`config.mk`:
```
export PLATFORM = sky130hd
export DESIGN_NAME = ex_muldiv
export DESIGN_NICKNAME = d
export VERILOG_FILES = /design/src/rtl/ex_muldiv.sv
export SDC_FILE = /design/constraint.sdc
export NUM_CORES = 1
export LEC_CHECK = 0
export ABC_AREA = 1
export CORE_ASPECT_RATIO = 1.1
export CORE_MARGIN = 10
export CORE_UTILIZATION = 50
export DETAILED_ROUTE_END_ITERATION = 16
export PLACE_DENSITY = 0.7
export SLEW_MARGIN = 20
export SYNTH_ARGS = -nofsm -noshare
export SYNTH_HDL_FRONTEND = slang
export SYNTH_SLANG_ARGS = --single-unit
export TNS_END_PERCENT = 30
```
`constraint.sdc`:
```
create_clock -name clk_i -period 26.8 [get_ports clk_i]
set_input_delay 8.04 -clock clk_i [delete_from_list [all_inputs] [get_ports clk_i]]
set_output_delay 8.04 -clock clk_i [all_outputs]
set_load 0.02 [all_outputs]
```
`src/rtl/ex_muldiv.sv`:
```
// Iterative 32-cycle multiply/divide unit for the EX stage (MUL, MULHU, DIVU, REMU).
// Stalls the pipeline front end from the accept cycle until the registered result is ready.
module ex_muldiv #(
   parameter int XLEN = 32
) (
   input  logic            clk_i,
   input  logic            rst_i,
   input  logic            start_i,
   input  logic            flush_i,
   input  logic [2:0]      funct3_i,
   input  logic [XLEN-1:0] op_a_i,
   input  logic [XLEN-1:0] op_b_i,
   input  logic [4:0]      rd_i,
   output logic            stall_o,
   output logic            done_o,
   output logic [XLEN-1:0] result_o,
   output logic [4:0]      rd_o
);

   typedef enum logic [1:0] {
      IDLE = 2'd0,
      BUSY = 2'd1,
      DONE = 2'd2
   } state_t;

   localparam logic [2:0] F3_MUL   = 3'b000;
   localparam logic [2:0] F3_MULHU = 3'b011;
   localparam logic [2:0] F3_DIVU  = 3'b101;
   localparam logic [2:0] F3_REMU  = 3'b111;

   state_t              r_state;
   logic [5:0]          r_count;
   logic [2:0]          r_funct3;
   logic [4:0]          r_rd;
   logic [XLEN-1:0]     r_opA;
   logic [XLEN-1:0]     r_opB;
   logic [2*XLEN-1:0]   r_acc;
   logic [XLEN:0]       r_rem;
   logic [XLEN-1:0]     r_quot;
   logic [XLEN-1:0]     r_result;
   logic [4:0]          r_rdOut;
   logic                r_done;

   logic                w_supported;
   logic                w_accept;
   logic                w_lastIter;
   logic [XLEN:0]       w_sum;
   logic [2*XLEN-1:0]   w_accNext;
   logic [XLEN+1:0]     w_shifted;
   logic [XLEN+1:0]     w_trial;
   logic [XLEN:0]       w_remNext;
   logic [XLEN-1:0]     w_quotNext;
   logic [XLEN-1:0]     w_resultNext;

   always_comb begin
      w_supported = 1'b0;
      case (funct3_i)
         F3_MUL, F3_MULHU, F3_DIVU, F3_REMU: w_supported = 1'b1;
         default:                            w_supported = 1'b0;
      endcase
   end

   assign w_accept   = start_i && w_supported && !flush_i;
   assign w_lastIter = (r_count == 6'(XLEN - 1));

   // Shift-add step: the upper half gathers partial sums, the lower half shifts out the multiplier.
   assign w_sum     = {1'b0, r_acc[2*XLEN-1:XLEN]} + (r_acc[0] ? {1'b0, r_opA} : '0);
   assign w_accNext = {w_sum, r_acc[XLEN-1:1]};

   // Restoring step: a borrow out of the trial subtraction keeps the shifted remainder.
   assign w_shifted  = {r_rem, r_quot[XLEN-1]};
   assign w_trial    = w_shifted - {2'b00, r_opB};
   assign w_remNext  = w_trial[XLEN+1] ? w_shifted[XLEN:0] : w_trial[XLEN:0];
   assign w_quotNext = {r_quot[XLEN-2:0], ~w_trial[XLEN+1]};

   always_comb begin
      w_resultNext = w_accNext[XLEN-1:0];
      case (r_funct3)
         F3_MULHU: w_resultNext = w_accNext[2*XLEN-1:XLEN];
         F3_DIVU:  w_resultNext = w_quotNext;
         F3_REMU:  w_resultNext = w_remNext[XLEN-1:0];
         default:  w_resultNext = w_accNext[XLEN-1:0];
      endcase
   end

   // Control and datapath share one sequential block so the result is written on the final iteration.
   always_ff @(posedge clk_i or posedge rst_i) begin
      if (rst_i) begin
         r_state  <= IDLE;
         r_count  <= '0;
         r_funct3 <= '0;
         r_rd     <= '0;
         r_opA    <= '0;
         r_opB    <= '0;
         r_acc    <= '0;
         r_rem    <= '0;
         r_quot   <= '0;
         r_result <= '0;
         r_rdOut  <= '0;
         r_done   <= 1'b0;
      end else begin
         r_done <= 1'b0;
         case (r_state)
            IDLE: begin
               if (w_accept) begin
                  r_state  <= BUSY;
                  r_count  <= '0;
                  r_funct3 <= funct3_i;
                  r_rd     <= rd_i;
                  r_opA    <= op_a_i;
                  r_opB    <= op_b_i;
                  r_acc    <= {{XLEN{1'b0}}, op_b_i};
                  r_rem    <= '0;
                  r_quot   <= op_a_i;
               end
            end
            BUSY: begin
               if (flush_i) begin
                  r_state <= IDLE;
               end else begin
                  r_acc   <= w_accNext;
                  r_rem   <= w_remNext;
                  r_quot  <= w_quotNext;
                  r_count <= r_count + 6'd1;
                  if (w_lastIter) begin
                     r_state  <= DONE;
                     r_result <= w_resultNext;
                     r_rdOut  <= r_rd;
                     r_done   <= 1'b1;
                  end
               end
            end
            DONE: begin
               r_state <= IDLE;
            end
            default: begin
               r_state <= IDLE;
            end
         endcase
      end
   end

   // Freezing the front end already in the accept cycle keeps ID/EX from advancing under the unit.
   assign stall_o  = !rst_i && ((r_state == BUSY) || ((r_state == IDLE) && w_accept));
   assign done_o   = r_done;
   assign result_o = r_result;
   assign rd_o     = r_rdOut;

endmodule
```
# Word-level counts from Yosys, hierarchy flattened
# Index checks and enable logic that the tools add are counted.
[op_classes]
addsub = 3
eq_ne = 11
muxes = 23
bitwise = 2
n_reduce_logical = 15
[ops]
columns = ["operator", "n"]
rows = [
  ["64-bit 2-to-1 mux", 2],
  ["64-bit case mux with 2 select lines", 1],
  ["33-bit 2-to-1 mux", 3],
  ["32-bit 2-to-1 mux", 3],
  ["32-bit case mux with 3 select lines", 1],
  ["33-bit case mux with 2 select lines", 1],
  ["32-bit case mux with 2 select lines", 1],
  ["34-bit by 32-bit subtractor with 34-bit output", 1],
  ["32-bit by 32-bit adder with 33-bit output", 1],
  ["3-bit equality test, second input constant", 4],
  ["6-bit 2-to-1 mux", 2],
  ["6-bit case mux with 2 select lines", 1],
  ["6-bit by 1-bit adder with 6-bit output, second input constant", 1],
  ["3-bit by 2-bit equality test with 1-bit output, second input constant", 2],
  ["6-bit by 5-bit equality test with 1-bit output, second input constant", 1],
  ["2-bit 2-to-1 mux", 3],
  ["3-bit AND reduction", 2],
  ["1-bit logical AND", 4],
  ["1-bit 2-to-1 mux", 4],
  ["2-bit != test, second input constant", 2],
  ["2-bit case mux with 2 select lines", 1],
  ["2-bit AND reduction", 2],
  ["4-bit OR reduction", 1],
  ["3-bit zero test", 1],
  ["other kinds (7)", 9],
]
[totals]
register_bits = 247
in_bits = 76
out_inout_bits = 39
elab_cells = 66

# Logic depth before layout (Yosys ltp)
# Gate-level depths: netlist (run 1).
[depth]
ltp_word = 8
depth_mapped = 20
ltp_nobuf = 19

# Least setup slack after synthesis (run 1)
# Ideal clock, no wire load.
[synth_timing]
kind = "input to output"
from = "input port funct3_i[1]"
to = "output port stall_o"
t_arrival_ps = 9286
required_time_ps = 18760
setup_slack_ps = 9474
path_stages = 8
n_path_buf = 1
path_cell_list = "nor2_1 > nor2_1 > nor2_1 > nand3_1 > nor3_1 > inv_1 > clkbuf_1 > a21oi_1"
[synth_via]
elab_chain_cells = 8
elab_cells_between_ends = 11
cone_classes = "eq/ne (3); mux (1); reduce/logical (7)"
[synth_rtl]
columns = ["item", "line", "rtl"]
rows = [
  ["start: declaration", "10", "input logic [2:0] funct3_i,"],
  ["3-bit by 2-bit equality test with 1-bit output, or another cell as far along", "57", "case (funct3_i)"],
  ["4-bit OR reduction *", "57", ""],
  ["1-bit 2-to-1 mux *", "57", ""],
  ["1-bit logical AND * (2 in series)", "63", "assign w_accept = start_i && w_supported && !flush_i;"],
  ["1-bit logical AND *", "144", "assign stall_o = !rst_i && ((r_state == BUSY) || ((r_state == IDLE) && w_accept));"],
  ["1-bit logical OR *", "144", ""],
  ["1-bit logical AND *", "144", ""],
  ["end: declaration", "14", "output logic stall_o,"],
]
# Mark *: on every way between the ends. The rest lies on a longest branch, timed or not.

# Worst setup path in the final report (run 1)
# Ends and elaborated chain as after synthesis.

==> results of run 1 <==
power by group:
group | internal [mW] | switching, mW
registers | 0.472 | 0.0512
clock network | 0.239 | 0.166
logic | 0.317 | 0.670
metrics by stage:
| step | worst slack [ns] | cell area (sq um) |
|---|---|---|
| 2_1_floorplan | 9.47 | 16000 |
| 3_3_place_gp | 8.64 | 17400 |
| 3_5_place_dp | 8.59 | 17400 |
| 4_1_cts | 8.58 | 18300 |
| 5_1_grt | 8.46 | 18400 |
| 6_report | 8.60 | 18400 |
synthesized netlist by cell type (3+ instances only):
cell and n:
nand2_1 733, inv_1 364, dfrtp_1 247, nand3_1 177
o21ai_0 175, nor2_1 101, a21oi_1 95, ha_1 65
o211ai_1 59, clkbuf_1 56, nand2_2 31, xnor2_1 21
nor3_1 15, o221ai_1 15, xor2_1 15, a22o_1 13
nand4_1 12, buf_2 11, a32o_1 8, o21bai_1 8
buf_1 7, nand2_4 7, nand3b_1 5, nor2_2 5
a31oi_1 4, and3_1 3, clkbuf_8 3, nand3_2 3
nor4_1 3
final cells by class:
class / count / area (sq um) / share of cell area (%)
Clock inverter: 10 / 114 / 0.620
Sequential cell: 247 / 6180 / 33.6
Timing Repair Buffer: 128 / 1270 / 6.89
Tap cell: 420 / 526 / 2.86
Clock buffer: 41 / 851 / 4.63
Inverter: 367 / 1390 / 7.55
Multi-Input combinational cell: 1583 / 8050 / 43.8
kinds of logic after synthesis:
family / after synthesis
DFF: 247
muxes: 1
and+or+nand+nor: 1098
adders and majority gates: 67
xor gates and xnor gates: 36
buffers and inverters: 450
AOI/OAI and AO/OA: 381
worst max-delay path: stages:
cell and delay, ns:
clkdlybuf4s50_1 0.42, nor2_1 0.15, nor2_1 0.06, nor2_1 0.09, nand3_1 0.09, nor3_2 0.13, inv_1 0.06, buf_4 0.29
a21oi_1 0.19, clkdlybuf4s50_1 0.64
sequential cells by signal, summed over array words and instances, names as in the netlist, 2 cells and up:
signal / cells
r_opA: 32
r_rd: 5
rd_o: 5
r_count: 6
r_opB: 32
r_rem: 33
r_acc: 64
r_state: 2
r_funct3: 3
r_quot: 32
result_o: 32
per-layer routing:
metal	track usage, %	vias to the layer above	wire length, um
met5	0	-	0
met4	5.90	0	1070
met3	2.32	66	2260
met2	45.0	360	25800
met1	32.4	7340	21700
li1	-	7435	-
worst max path at each step:
stage | start | endpoint | slack, ns | cells after the start
6_report | funct3_i[1] | stall_o | 8.60 | 10
5_1_grt | funct3_i[1] | stall_o | 8.46 | 10
4_1_cts | funct3_i[1] | stall_o | 8.58 | 10
3_5_place_dp | funct3_i[1] | stall_o | 8.59 | 10
3_3_place_gp | funct3_i[1] | stall_o | 8.64 | 10
2_1_floorplan | funct3_i[1] | stall_o | 9.47 | 8
==> flow_summary.yaml, run 1 <==
logic_synthesis:
  synth_cells: 2280
  synth_edf_count: 0
  yosys_warnings: 0
  avgSynthCellArea_sq_um: 7.01
  syn-cell-area_sq_mm: 0.0160
  synth_nets: 2423
  synthMuxAreaShare_pct: 0.0627
  ys_types: 43
  synth_xor_area_share_pct: 1.97
  yosysTopAreaCell: "dfrtp_1"
  ys_async_sr_fraction_pct: 100
  synth_compound_area_share_pct: 14.0
  synthFlopType: "dfrtp_1"
  ys_seq_area_share_pct: 38.7
  synth_top_area_share_pct: 38.7
  synthTopCellsByArea: "dfrtp_1 39%, nand2_1 17%, inv_1 8.6%"
  synth_seq_cells: 247
  synth_top_family_by_area: "simple AND/OR/NAND/NOR gates"
  synthAdderAreaFrac_pct: 5.34
  yosys.area_share.simple_pct: 28.8
timing:
  fmax_ghz: 0.0549
  fin_hold_ws_ns: 0.466
  tightest_slew_ns: 1.09
  fin_setup_tns_ns: 0
  setup_viol: 0
  final_hold_viol_count: 0
  final.min_clock_period_ns: 18.20
  timing.final.crit_share_pct: 67.9
  fin_skew_ns: 0.0178
  slew_viol_final: 0
  rsz0062_at_grt: "false"
  slew_headroom_pct: 27.3
placed_design:
  portBuffers: 114
  place_inst: 2744
  gp_congestion: 0.993
  hpwl_mm: 37.0
cts:
  clockBufferDepth: 3
  path_clk_slew_ns: 0.06
  clock_latency_ns: 0.57
  root_buffer: "clkbuf_16"
  cts.sinks: 247
  numCtsBuffers: 28
  cts-resized-gates: 0
  tritoncts: "yes"
  cts_hold_buf: 0
  htree_levels: 1
  cts_setup_buffers: 0
worst_setup_path:
  cp_data_arrival_time_ns: 10.16
  end_kind: "primary output"
  r2r_slack_ns: 22.81
  cp_max_fo: 40
  worstReg2RegEnd: "r_count[4]"
  rr_worst_depth: 8
  r2r-start: "r_state[1]"
  crit_type: "in -> out"
  worstPathRequired_ns: 18.76
  worstSetupStartpointType: "input pin"
floorplanning:
  rows: 68
  ioPinCount: 115
  core_area_sq_mm: 0.0315
  dieArea_sq_mm: 0.0395
  start_util_pct: 50.7
  die_h_um: 207
  die_x_um: 190
drt:
  routed_wl_mm: 50.8
  drc_errors: 0
  ant_nets: 0
  viasPerCell: 5.44
  wl_per_cell_um: 18.2
  first_pass_iters: 5
  drt_iter0_drc: 1019
  route.vias.total: 15200
global_route:
  track_usage_pct: 25.4
  grt_overflow: 0
  grt_pass1_wl_mm: 81.6
  antenna_found_initial: 0
  grt_pass1_vias: 15100
  grt_max_degree: 102
worst_hold_path:
  whs_path_depth: 2
  hp-class: "reg -> reg"
  min_from: "r_opA[10]"
  worst_hold_path.endpoint: "r_opA[10]"
final_layout:
  final_cell_mix: "732 x nand2_1, 363 x inv_1, 247 x dfrtp_1"
  area_growth_pct: 15.0
  n_antenna_cell: 0
  layout_commonest_cell: "nand2_1"
  drive_gt1_share_pct: 5.05
  fin_cells: 2796
  nets: 2498
  utilization_pct: 58.4
  nFillCells: 3079
flow_run:
  cap_violations: 0
power_and_ir_drop:
  p_total_mw: 1.92
  p_per_area_mw_per_mm2: 104
  leakagePower_nw: 9.51
  vdd_ir_drop_max_mv: 0.0612
outcome:
  outcome: "completed"
Power figures use the tool's default switching activity.
==> inputs of run 2 (changes only) <==
==> constraint.sdc (replaced) <==
create_clock -name clk_i -period 18.62 [get_ports clk_i]
set_input_delay 5.586 -clock clk_i [delete_from_list [all_inputs] [get_ports clk_i]]
set_output_delay 5.586 -clock clk_i [all_outputs]
set_load 0.02 [all_outputs]
==> run 2 against run 1 <==
  * Die area is the same
  * Worst hold slack worse by 0.0024 ns
  * Via count fell by 0.88%
  * First-iteration DRC count down 1.1%
  * Routed wire length fell by 0.13%
  * Power grew 42%
  * Highest routed layer unchanged
==> flow_summary.yaml, run 2 (synthesis gave the netlist of run 1 again) <==
timing:
  timing.final.crit_share_pct: 70.1
  slew_viol_final: 0
  final_hold_viol_count: 0
  tightest_slew_ns: 1.05
  fin_setup_tns_ns: 0
  fin_skew_ns: 0.0336
  rsz0062_at_grt: "false"
  slew_headroom_pct: 29.6
  final.min_clock_period_ns: 13.06
  setup_viol: 0
  fmax_ghz: 0.0766
cts:
  path_clk_slew_ns: 0.06
  clockBufferDepth: 3
  htree_levels: 1
  tritoncts: "yes"
  root_buffer: "clkbuf_16"
  cts.sinks: 247
  numCtsBuffers: 27
  cts_setup_buffers: 0
  cts-resized-gates: 0
  cts_hold_buf: 0
  clock_latency_ns: 0.58
worst_setup_path:
  cp_data_arrival_time_ns: 7.47
  crit_type: "in -> out"
  worstPathRequired_ns: 13.03
  end_kind: "primary output"
  cp_common_cell: "nor2_1"
  cp_top_family: "buffers and inverters"
  worstSetupStartpointType: "input pin"
  worst-path-buf-inv: 3
  cp_max_fo: 2
  slowest_delay_ns: 0.63
  worstPathCellList: "clkdlybuf4s50_1 -> nor2_1 -> nor2_1 -> nor2_1 -> nand3_1 -> nor3_2 -> inv_1 -> a21oi_1 -> clkdlybuf4s50_1"
  cp_slowest_cell: "clkdlybuf4s50_1"
power_and_ir_drop:
  p_per_area_mw_per_mm2: 149
  leakagePower_nw: 9.45
  vdd_ir_drop_max_mv: 0.111
  p_total_mw: 2.72
drt:
  route.vias.total: 15100
  viasPerCell: 5.40
  ant_nets: 0
  drc_errors: 0
  routed_wl_mm: 50.8
  wl_per_cell_um: 18.2
  first_pass_iters: 6
  drt_iter0_drc: 1008
global_route:
  antenna_found_initial: 0
  grt_max_degree: 103
  grt_pass1_wl_mm: 81.5
  grt_overflow: 0
  track_usage_pct: 25.3
  grt_pass1_vias: 15200
final_layout:
  area_growth_pct: 14.3
  nFillCells: 3080
  n_antenna_cell: 0
  final_cell_mix: "732 x nand2_1, 363 x inv_1, 247 x dfrtp_1"
  layout_commonest_cell: "nand2_1"
  drive_gt1_share_pct: 4.81
  top_register: "r_acc"
  largest_reg_flops: 64
  fin_cells: 2790
  nets: 2496
  layout_top_registers: "r_acc: 64 flops, r_rem: 33 flops"
floorplanning:
  rows: 68
  start_util_pct: 50.7
  dieArea_sq_mm: 0.0395
  ioPinCount: 115
  core_area_sq_mm: 0.0315
  die_h_um: 207
  die_x_um: 190
placed_design:
  hpwl_mm: 37.1
  gp_congestion: 0.954
  place_inst: 2744
  portBuffers: 114
worst_hold_path:
  hp-class: "reg -> reg"
flow_run:
  cap_violations: 0
outcome:
  outcome: "completed"
## run 2: power by group
group	internal, mW	switching, mW	total (mW)
sequential	0.680	0.0728	0.752
combinational	0.455	0.975	1.43
clock	0.311	0.227	0.538
## run 2: metal layers
layer  global-route usage, %  vias up  share of wire (%)
met4                    8.48        0                3.2
met2                    43.8      320                 50
met3                    2.94       90                3.9
li1                        -     7428                  -
met5                       0        -                  0
met1                    32.0     7229                 43
## run 2: tightest hold or removal path: stages, from the launching register on
cell	delay (ns)
dfrtp_1	0.34
nand2_1	0.05
nand2_1	0.04
## run 2: layout make-up
class | count | area (sq um) | area share, %
multi-input combinational | 1583 | 8050 | 44.1
clock inverter | 7 | 77.6 | 0.425
clock buffer | 39 | 801 | 4.39
tap | 420 | 526 | 2.88
inverter | 367 | 1390 | 7.60
sequential | 247 | 6180 | 33.8
timing repair buffer | 127 | 1240 | 6.80
## run 2: worst paths after layout
| path | slack, ns | cells past startpoint | start | end |
|---|---|---|---|---|
| setup / recovery | 5.56 | 9 | funct3_i[1] | stall_o |
| hold / removal | 0.46 | 2 | r_rd[4] | rd_o[4] |
| setup reg to reg | 14.42 | 8 | r_state[0] | r_quot[25] |
| hold reg to reg | 0.46 | 2 | r_rd[4] | rd_o[4] |
| max in group asynchronous | 11.67 | 3 | rst_i | r_quot[18] |
| min in group asynchronous | 5.59 | 2 | rst_i | result_o[3] |
## run 2: per-stage QoR
step | cell area (sq um) | setup WS [ns] | utilization, % | hold slack [ns]
floorplan | 16000 | 6.20 | - | 0.442
global placement | 17400 | 5.69 | 55.2 | 0.453
detailed placement | 17400 | 5.62 | 55.2 | 0.452
CTS | 18300 | 5.60 | 58.0 | 0.465
global route | 18300 | 5.48 | 58.0 | 0.486
finish | 18300 | 5.56 | 58.0 | 0.463
